$ cat config.mk
export PLATFORM = sky130hd
export DESIGN_NAME = stim_sequencer_flat
export DESIGN_NICKNAME = d
export VERILOG_FILES = /design/src/rtl/stim_sequencer_if.sv /design/src/rtl/stim_sequencer.sv /design/src/flat_wrapper.sv
export SDC_FILE = /design/constraint.sdc
export NUM_CORES = 1
export LEC_CHECK = 0
export BUFFER_PORTS_ARGS = -buffer_cell sky130_fd_sc_hd__buf_4
export CAP_MARGIN = 40
export CORE_AREA = 2 2 111 113
export CTS_CLUSTER_DIAMETER = 40
export DETAILED_ROUTE_END_ITERATION = 10
export DIE_AREA = 0 0 113 115
export PLACE_DENSITY_LB_ADDON = 0.2
export SETUP_SLACK_MARGIN = 0.1
export SKIP_LAST_GASP = 1
export SLEW_MARGIN = 20
export SYNTH_ARGS = -nofsm -noshare
export SYNTH_HDL_FRONTEND = slang
export SYNTH_SLANG_ARGS = --single-unit
$ cat constraint.sdc
create_clock -name clock -period 2.7 [get_ports clock]
set_clock_uncertainty 0.05 [all_clocks]
set_input_delay 0 -clock clock [delete_from_list [all_inputs] [get_ports clock]]
set_output_delay 0 -clock clock [all_outputs]
set_load 0.1 [all_outputs]
$ cat src/rtl/stim_sequencer_if.sv
// Signal bundle between the stimulus sequencer, its stimulus RAM and the DUT it drives.
// master = sequencer side, slave = environment side (control, RAM, DUT).
interface stim_sequencer_if #(
  parameter int DATA_W = 12,
  parameter int ADDR_W = 5
);
  logic              start;
  logic              loop;
  logic [ADDR_W-1:0] last_addr;
  logic              stop;
  logic              hold;

  logic              mem_rd_en;
  logic [ADDR_W-1:0] mem_addr;
  logic [DATA_W-1:0] mem_rdata;

  // stim_valid qualifies stim_out; hold=1 at an edge freezes the applied word,
  // and a word counts as applied only at an edge where it is loaded with hold=0.
  logic [DATA_W-1:0] stim_out;
  logic              stim_valid;
  logic              obs;
  logic              busy;
  logic              done;
  logic [15:0]       applied_cnt;
  logic [1:0]        dbg_state;

  modport master (
    input  start, loop, last_addr, stop, hold, mem_rdata,
    output mem_rd_en, mem_addr, stim_out, stim_valid, obs, busy, done,
           applied_cnt, dbg_state
  );

  modport slave (
    output start, loop, last_addr, stop, hold, mem_rdata,
    input  mem_rd_en, mem_addr, stim_out, stim_valid, obs, busy, done,
           applied_cnt, dbg_state
  );
endinterface

$ cat src/rtl/stim_sequencer.sv
// Plays opcode words from a synchronous-read stimulus RAM onto a DUT input bus,
// one word per clock, with hold back-pressure, stop abort and optional looping.
module stim_sequencer #(
  parameter int DATA_W  = 12,
  parameter int ADDR_W  = 5,
  parameter int OBS_BIT = 11
) (
  input logic               clock,
  input logic               reset,
  stim_sequencer_if.master  bus
);

  typedef enum logic [1:0] {
    IDLE  = 2'd0,
    RUN   = 2'd1,
    DRAIN = 2'd2
  } state_t;

  state_t            state;
  state_t            state_next;

  logic              loop_q;
  logic [ADDR_W-1:0] last_q;
  logic [ADDR_W-1:0] ptr;
  logic              inflight;
  logic [DATA_W-1:0] skid [2];
  logic [1:0]        skid_cnt;
  logic [DATA_W-1:0] stim_out;
  logic              stim_valid;
  logic              done;
  logic [15:0]       applied_cnt;

  logic              rd_en;
  logic              done_next;
  logic              start_run;
  logic              stop_run;
  logic [1:0]        buffered;

  // Words already committed: the read returning this cycle plus skid entries.
  assign buffered = skid_cnt + {1'b0, inflight};

  always_ff @(posedge clock) begin
    if (!reset) begin
      state <= IDLE;
    end else begin
      state <= state_next;
    end
  end

  always_comb begin
    state_next = state;
    rd_en      = 1'b0;
    done_next  = 1'b0;
    start_run  = 1'b0;
    stop_run   = 1'b0;
    case (state)
      IDLE: begin
        if (bus.start) begin
          state_next = RUN;
          start_run  = 1'b1;
        end
      end
      RUN: begin
        if (bus.stop) begin
          state_next = IDLE;
          stop_run   = 1'b1;
        end else begin
          rd_en = !bus.hold || (buffered < 2'd2);
          if (rd_en && (ptr == last_q) && !loop_q) begin
            state_next = DRAIN;
          end
        end
      end
      DRAIN: begin
        if (bus.stop) begin
          state_next = IDLE;
          stop_run   = 1'b1;
        end else if (!inflight && (skid_cnt == 2'd0) && !bus.hold) begin
          state_next = IDLE;
          done_next  = 1'b1;
        end
      end
      default: state_next = IDLE;
    endcase
  end

  always_ff @(posedge clock) begin
    if (!reset) begin
      loop_q      <= 1'b0;
      last_q      <= '0;
      ptr         <= '0;
      inflight    <= 1'b0;
      skid[0]     <= '0;
      skid[1]     <= '0;
      skid_cnt    <= 2'd0;
      stim_out    <= '0;
      stim_valid  <= 1'b0;
      done        <= 1'b0;
      applied_cnt <= 16'd0;
    end else begin
      done <= done_next;
      if (start_run) begin
        loop_q      <= bus.loop;
        last_q      <= bus.last_addr;
        ptr         <= '0;
        applied_cnt <= 16'd0;
      end
      if (stop_run) begin
        inflight   <= 1'b0;
        skid_cnt   <= 2'd0;
        stim_valid <= 1'b0;
        stim_out   <= '0;
      end else begin
        inflight <= rd_en;
        if (rd_en) begin
          ptr <= (ptr == last_q) ? '0 : ptr + ADDR_W'(1);
        end
        if (!bus.hold) begin
          if (skid_cnt != 2'd0) begin
            stim_out    <= skid[0];
            stim_valid  <= 1'b1;
            applied_cnt <= applied_cnt + 16'd1;
            skid[0]     <= skid[1];
            // Later assignment wins when the returning word lands in slot 0.
            if (inflight) begin
              skid[skid_cnt[1]] <= bus.mem_rdata;
            end
            skid_cnt <= skid_cnt - 2'd1 + {1'b0, inflight};
          end else if (inflight) begin
            stim_out    <= bus.mem_rdata;
            stim_valid  <= 1'b1;
            applied_cnt <= applied_cnt + 16'd1;
          end else begin
            stim_valid <= 1'b0;
          end
        end else if (inflight) begin
          skid[skid_cnt[0]] <= bus.mem_rdata;
          skid_cnt          <= skid_cnt + 2'd1;
        end
      end
    end
  end

  assign bus.mem_rd_en   = rd_en;
  assign bus.mem_addr    = (state == RUN) ? ptr : '0;
  assign bus.stim_out    = stim_out;
  assign bus.stim_valid  = stim_valid;
  assign bus.obs         = stim_valid & stim_out[OBS_BIT];
  assign bus.busy        = (state != IDLE);
  assign bus.done        = done;
  assign bus.applied_cnt = applied_cnt;
  assign bus.dbg_state   = state;

endmodule

$ cat src/flat_wrapper.sv
// flat-port wrapper written by rule: the top's interface ports become plain ports
module stim_sequencer_flat 
#(
  parameter int DATA_W  = 12,
  parameter int ADDR_W  = 5,
  parameter int OBS_BIT = 11
)
  (clock, reset, bus_start, bus_loop, bus_last_addr, bus_stop, bus_hold, bus_mem_rdata, bus_mem_rd_en, bus_mem_addr, bus_stim_out, bus_stim_valid, bus_obs, bus_busy, bus_done, bus_applied_cnt, bus_dbg_state);
  stim_sequencer_if #(.DATA_W(DATA_W), .ADDR_W(ADDR_W)) bus_i ();
  input logic clock;
  input logic reset;
  input wire logic [$bits(bus_i.start)-1:0] bus_start;
  input wire logic [$bits(bus_i.loop)-1:0] bus_loop;
  input wire logic [$bits(bus_i.last_addr)-1:0] bus_last_addr;
  input wire logic [$bits(bus_i.stop)-1:0] bus_stop;
  input wire logic [$bits(bus_i.hold)-1:0] bus_hold;
  input wire logic [$bits(bus_i.mem_rdata)-1:0] bus_mem_rdata;
  output wire logic [$bits(bus_i.mem_rd_en)-1:0] bus_mem_rd_en;
  output wire logic [$bits(bus_i.mem_addr)-1:0] bus_mem_addr;
  output wire logic [$bits(bus_i.stim_out)-1:0] bus_stim_out;
  output wire logic [$bits(bus_i.stim_valid)-1:0] bus_stim_valid;
  output wire logic [$bits(bus_i.obs)-1:0] bus_obs;
  output wire logic [$bits(bus_i.busy)-1:0] bus_busy;
  output wire logic [$bits(bus_i.done)-1:0] bus_done;
  output wire logic [$bits(bus_i.applied_cnt)-1:0] bus_applied_cnt;
  output wire logic [$bits(bus_i.dbg_state)-1:0] bus_dbg_state;
  assign bus_i.start = bus_start;
  assign bus_i.loop = bus_loop;
  assign bus_i.last_addr = bus_last_addr;
  assign bus_i.stop = bus_stop;
  assign bus_i.hold = bus_hold;
  assign bus_i.mem_rdata = bus_mem_rdata;
  assign bus_mem_rd_en = bus_i.mem_rd_en;
  assign bus_mem_addr = bus_i.mem_addr;
  assign bus_stim_out = bus_i.stim_out;
  assign bus_stim_valid = bus_i.stim_valid;
  assign bus_obs = bus_i.obs;
  assign bus_busy = bus_i.busy;
  assign bus_done = bus_i.done;
  assign bus_applied_cnt = bus_i.applied_cnt;
  assign bus_dbg_state = bus_i.dbg_state;
  stim_sequencer #(.DATA_W(DATA_W), .ADDR_W(ADDR_W), .OBS_BIT(OBS_BIT)) u_core (.clock(clock), .reset(reset), .bus(bus_i));
endmodule
==> out/summary.log <==
[clock_network] Root Buffer Master sky130_fd_sc_hd__clkbuf_16
[routing] drc violations 5
[global_route] total overflow reported by the global router 0
[status] failing checks design-rule violations
[clock_network] number of setup buffers added after CTS 0
[power_and_ir_drop] Leak 0.001931 uW
[placed_design] post-detailed-placement half-perimeter wirelength 6130 um
[cells_and_area] Final nets 469
[logic_synthesis] syn_nets 383
[sta] setup repair after global routing missed its margin false
[logic_synthesis] cell type with the highest aggregate area in the netlist sky130_fd_sc_hd__dfxtp_1
[sta] total of endpoints with negative setup slack in the final report 0
[clock_network] clk sinks 70
[sta] Max-Slew Margin vs Limit 57.72%
[cells_and_area] final antenna diode count 0
[clock_network] largest buffer count on any clock path 2
[clock_network] clock tree from TritonCTS built
[sta] min Tclk post-route 2.259 ns
[setup_path] type of origin of the critical path flop
[setup_path] Setup crit end kind flop
[setup_path] Worst Path Class, Setup reg -> reg
[global_route] number of antenna violations at the first check in global routing 0
[logic_synthesis] Seq cells post-synth 70
[cells_and_area] filler cell count 1200
[global_route] global-route wire length before repair 14160 um
[sta] worst hold margin 0.05334 ns
[routing] detailed-routing iteration count for the pre-antenna-repair pass 7
[global_route] global-route usage over all layers 13.78%
[cells_and_area] layout cells sized above 1 23.08%
[routing] Routed Wire Length 8765 um
[sta] transition at the pin with the smallest max-transition slack 0.6300 ns
[logic_synthesis] Yosys warnings 0
[routing] Antenna Nets Post-Route 0
[logic_synthesis] Seq/Total Area, Yosys 47.55%
[logic_synthesis] leading post-synthesis cells by cell area sky130_fd_sc_hd__dfxtp_1 27%, sky130_fd_sc_hd__edfxtp_1 21%, sky130_fd_sc_hd__mux2i_1 7.2%
[logic_synthesis] number of flops mapped to enable cells by yosys 24
[global_route] maximum number of pins on one net before global-route repair 25
[sta] part of the cycle the worst path needs 83.65%
[routing] violation count after the first detailed-routing iteration 200
[sta] final number of max-transition violations 0
[floorplan] starting utilization of the core area 29.23%
[sta] FMAX 442.8 MHz
[floorplan] Die Y 115 um
[setup_path] critical path required time 2.62 ns
[global_route] vias in the first global route 2863
[logic_synthesis] average cell area after synthesis 9.835 um2
[routing] detail-routed net length per standard cell 14.88 um
[setup_path] critical path, cell by cell inv_1, ha_1, nor3b_1, a21oi_1, nor3_1, nand2b_1
[power_and_ir_drop] highest ir drop seen on vdd 0.4160 mV
[power_and_ir_drop] power density over cell area 778.5 nW/um2
[floorplan] # rows 40
[logic_synthesis] ys flop type sky130_fd_sc_hd__dfxtp_1
[setup_path] slowest cell on the critical path sky130_fd_sc_hd__nand2b_1
[clock_network] insertion delay of the later-clocked pin in the worst-skew pair 0.33 ns
[clock_network] clock buffer count from CTS 9
[logic_synthesis] post-synthesis instance total 351
[placed_design] last weighted congestion value of the routability-driven placer 0.8043
[placed_design] count of port buffers added during placement 62
[cells_and_area] growth of design area from synthesis to finish 33.45%
[status] outcome finished with violations
[logic_synthesis] portion of synthesized cell area occupied by the leading cell type 26.68%
[sta] final hold violation count 0
[setup_path] critical path arrival 2.18 ns
[setup_path] CP max stage delay 0.54 ns
[min_path] type of the tightest min-delay check in -> reg
[floorplan] Core Area 11810 um2
[floorplan] die outline width 113 um
[logic_synthesis] Post-Synthesis Cell Area 3452 um2
[flow_run] number of max-capacitance violations reported 0
[placed_design] Setup WS pre-CTS 0.4559 ns
[logic_synthesis] Synth async-reset ratio 0%
[clock_network] deepest level of the CTS H-tree 3
[floorplan] count of pins on the block boundary 63
[sta] worst-case setup margin in the final layout 0.4415 ns
[routing] via count of the routed design 2915
[cells_and_area] commonest non-fill, non-tap cells in the layout 71 x sky130_fd_sc_hd__buf_4, 44 x sky130_fd_sc_hd__dfxtp_1, 34 x sky130_fd_sc_hd__nor2_1
[floorplan] die area 13000 um2
[routing] post-DR vias/cell 4.949
[setup_path] largest driver fanout on the critical path 12
[cells_and_area] most common cell after layout, fill and taps aside sky130_fd_sc_hd__buf_4
[clock_network] clock-pin transition on the worst setup and hold timing paths 0.06 ns
[logic_synthesis] post-synthesis cell type count 56
[sta] setup_tns 0 ns
[synthesized netlist by cell type, types with 3 or more instances]
master / count
sky130_fd_sc_hd__nand2_1: 25
sky130_fd_sc_hd__nand2b_1: 4
sky130_fd_sc_hd__or4_1: 8
sky130_fd_sc_hd__clkbuf_1: 7
sky130_fd_sc_hd__and2_1: 24
sky130_fd_sc_hd__o221ai_1: 4
sky130_fd_sc_hd__edfxtp_1: 24
sky130_fd_sc_hd__nand3_1: 13
sky130_fd_sc_hd__a211oi_1: 12
sky130_fd_sc_hd__nor2_1: 34
sky130_fd_sc_hd__a21o_1: 3
sky130_fd_sc_hd__o211ai_1: 3
sky130_fd_sc_hd__o31ai_1: 10
sky130_fd_sc_hd__mux2i_1: 25
sky130_fd_sc_hd__xor2_1: 3
sky130_fd_sc_hd__nand4_1: 5
sky130_fd_sc_hd__buf_2: 6
sky130_fd_sc_hd__inv_1: 11
sky130_fd_sc_hd__dfxtp_1: 46
sky130_fd_sc_hd__xnor2_1: 6
sky130_fd_sc_hd__a21oi_1: 26
sky130_fd_sc_hd__ha_1: 9
[logic make-up (layout without fill, tap and decap cells)]
group	count (synthesis)	after routing	synth area share (%)
buf+inv	28	119	3.588
flops	70	70	47.55
xor+xnor	9	9	2.284
simple gates	137	137	21.78
mux	26	26	7.575
fa+ha+maj	9	9	3.262
compound gates	72	72	13.95
[sequential cells by signal, indices dropped and copies added (netlist names)]
name	cells
u_core.skid_cnt	2
u_core.ptr	5
u_core.bus.dbg_state	2
u_core.skid	24
u_core.bus.stim_out	12
u_core.bus.stim_valid	1
u_core.loop_q	1
u_core.bus.done	1
u_core.last_q	5
u_core.inflight	1
u_core.bus.applied_cnt	16
[where the power goes]
group	switching [uW]	total, uW	internal (uW)
registers	61.4	1240	1180
logic	784	1090	307
clock network	456	1260	801
[final timing paths]
path | depth (start not counted) | slack [ns] | from | to
worst max-delay path | 6 | 0.44 | u_core.skid_cnt[0] | u_core.skid[1][8]
worst min-delay path | 3 | 0.05 | bus_hold | u_core.skid_cnt[1]
worst max register to register | 6 | 0.44 | u_core.skid_cnt[0] | u_core.skid[1][8]
worst min register to register | 2 | 0.42 | u_core.last_q[3] | u_core.last_q[3]
[stage by stage]
step                      utilization, %  instances  instance area, um2  total power, uW
final                              39.00        589                4607             3587
after global placement             34.65        553                4093             2327
after CTS                          39.00        589                4607             3628
after floorplan                        -        351                3455             2064
after global routing               39.00        589                4607             3747
after detailed placement           34.65        553                4093             2335
[cell type report]
| class | instances | area [um2] | share of cell area, % |
|---|---|---|---|
| multi-input cells | 253 | 1687 | 36.61 |
| inverters | 12 | 45.04 | 0.9777 |
| repair buffers | 91 | 733.2 | 15.92 |
| clock inverters | 7 | 88.84 | 1.928 |
| clock buffers | 9 | 225.2 | 4.889 |
| well taps | 147 | 183.9 | 3.992 |
| flip-flops and latches | 70 | 1644 | 35.69 |
[metal layers]
layer / wire (um) / up-vias / track usage (%)
met2: 4033 / 63 / 22.71
met3: 479 / 7 / 4.375
met1: 4160 / 1390 / 17.54
li1: - / 1455 / -
met4: 91 / 0 / 3.740
met5: 0 / - / 0
[critical path: cells and delay by family (launching register included)]
kind / cells / cell delay, ns
adders and majority gates: 1 / 0.30
and+or+nand+nor: 3 / 0.95
DFF: 1 / 0.42
AOI/OAI and AO/OA: 1 / 0.06
buffers and inverters: 1 / 0.10
[repair_timing]
item	CTS	global route
hold buffers	20	0
resized for setup	0	0
endpoints found under the hold margin	34	0
setup endpoints to repair	0	0
Note: power is estimated with default switching activity, not from simulation.
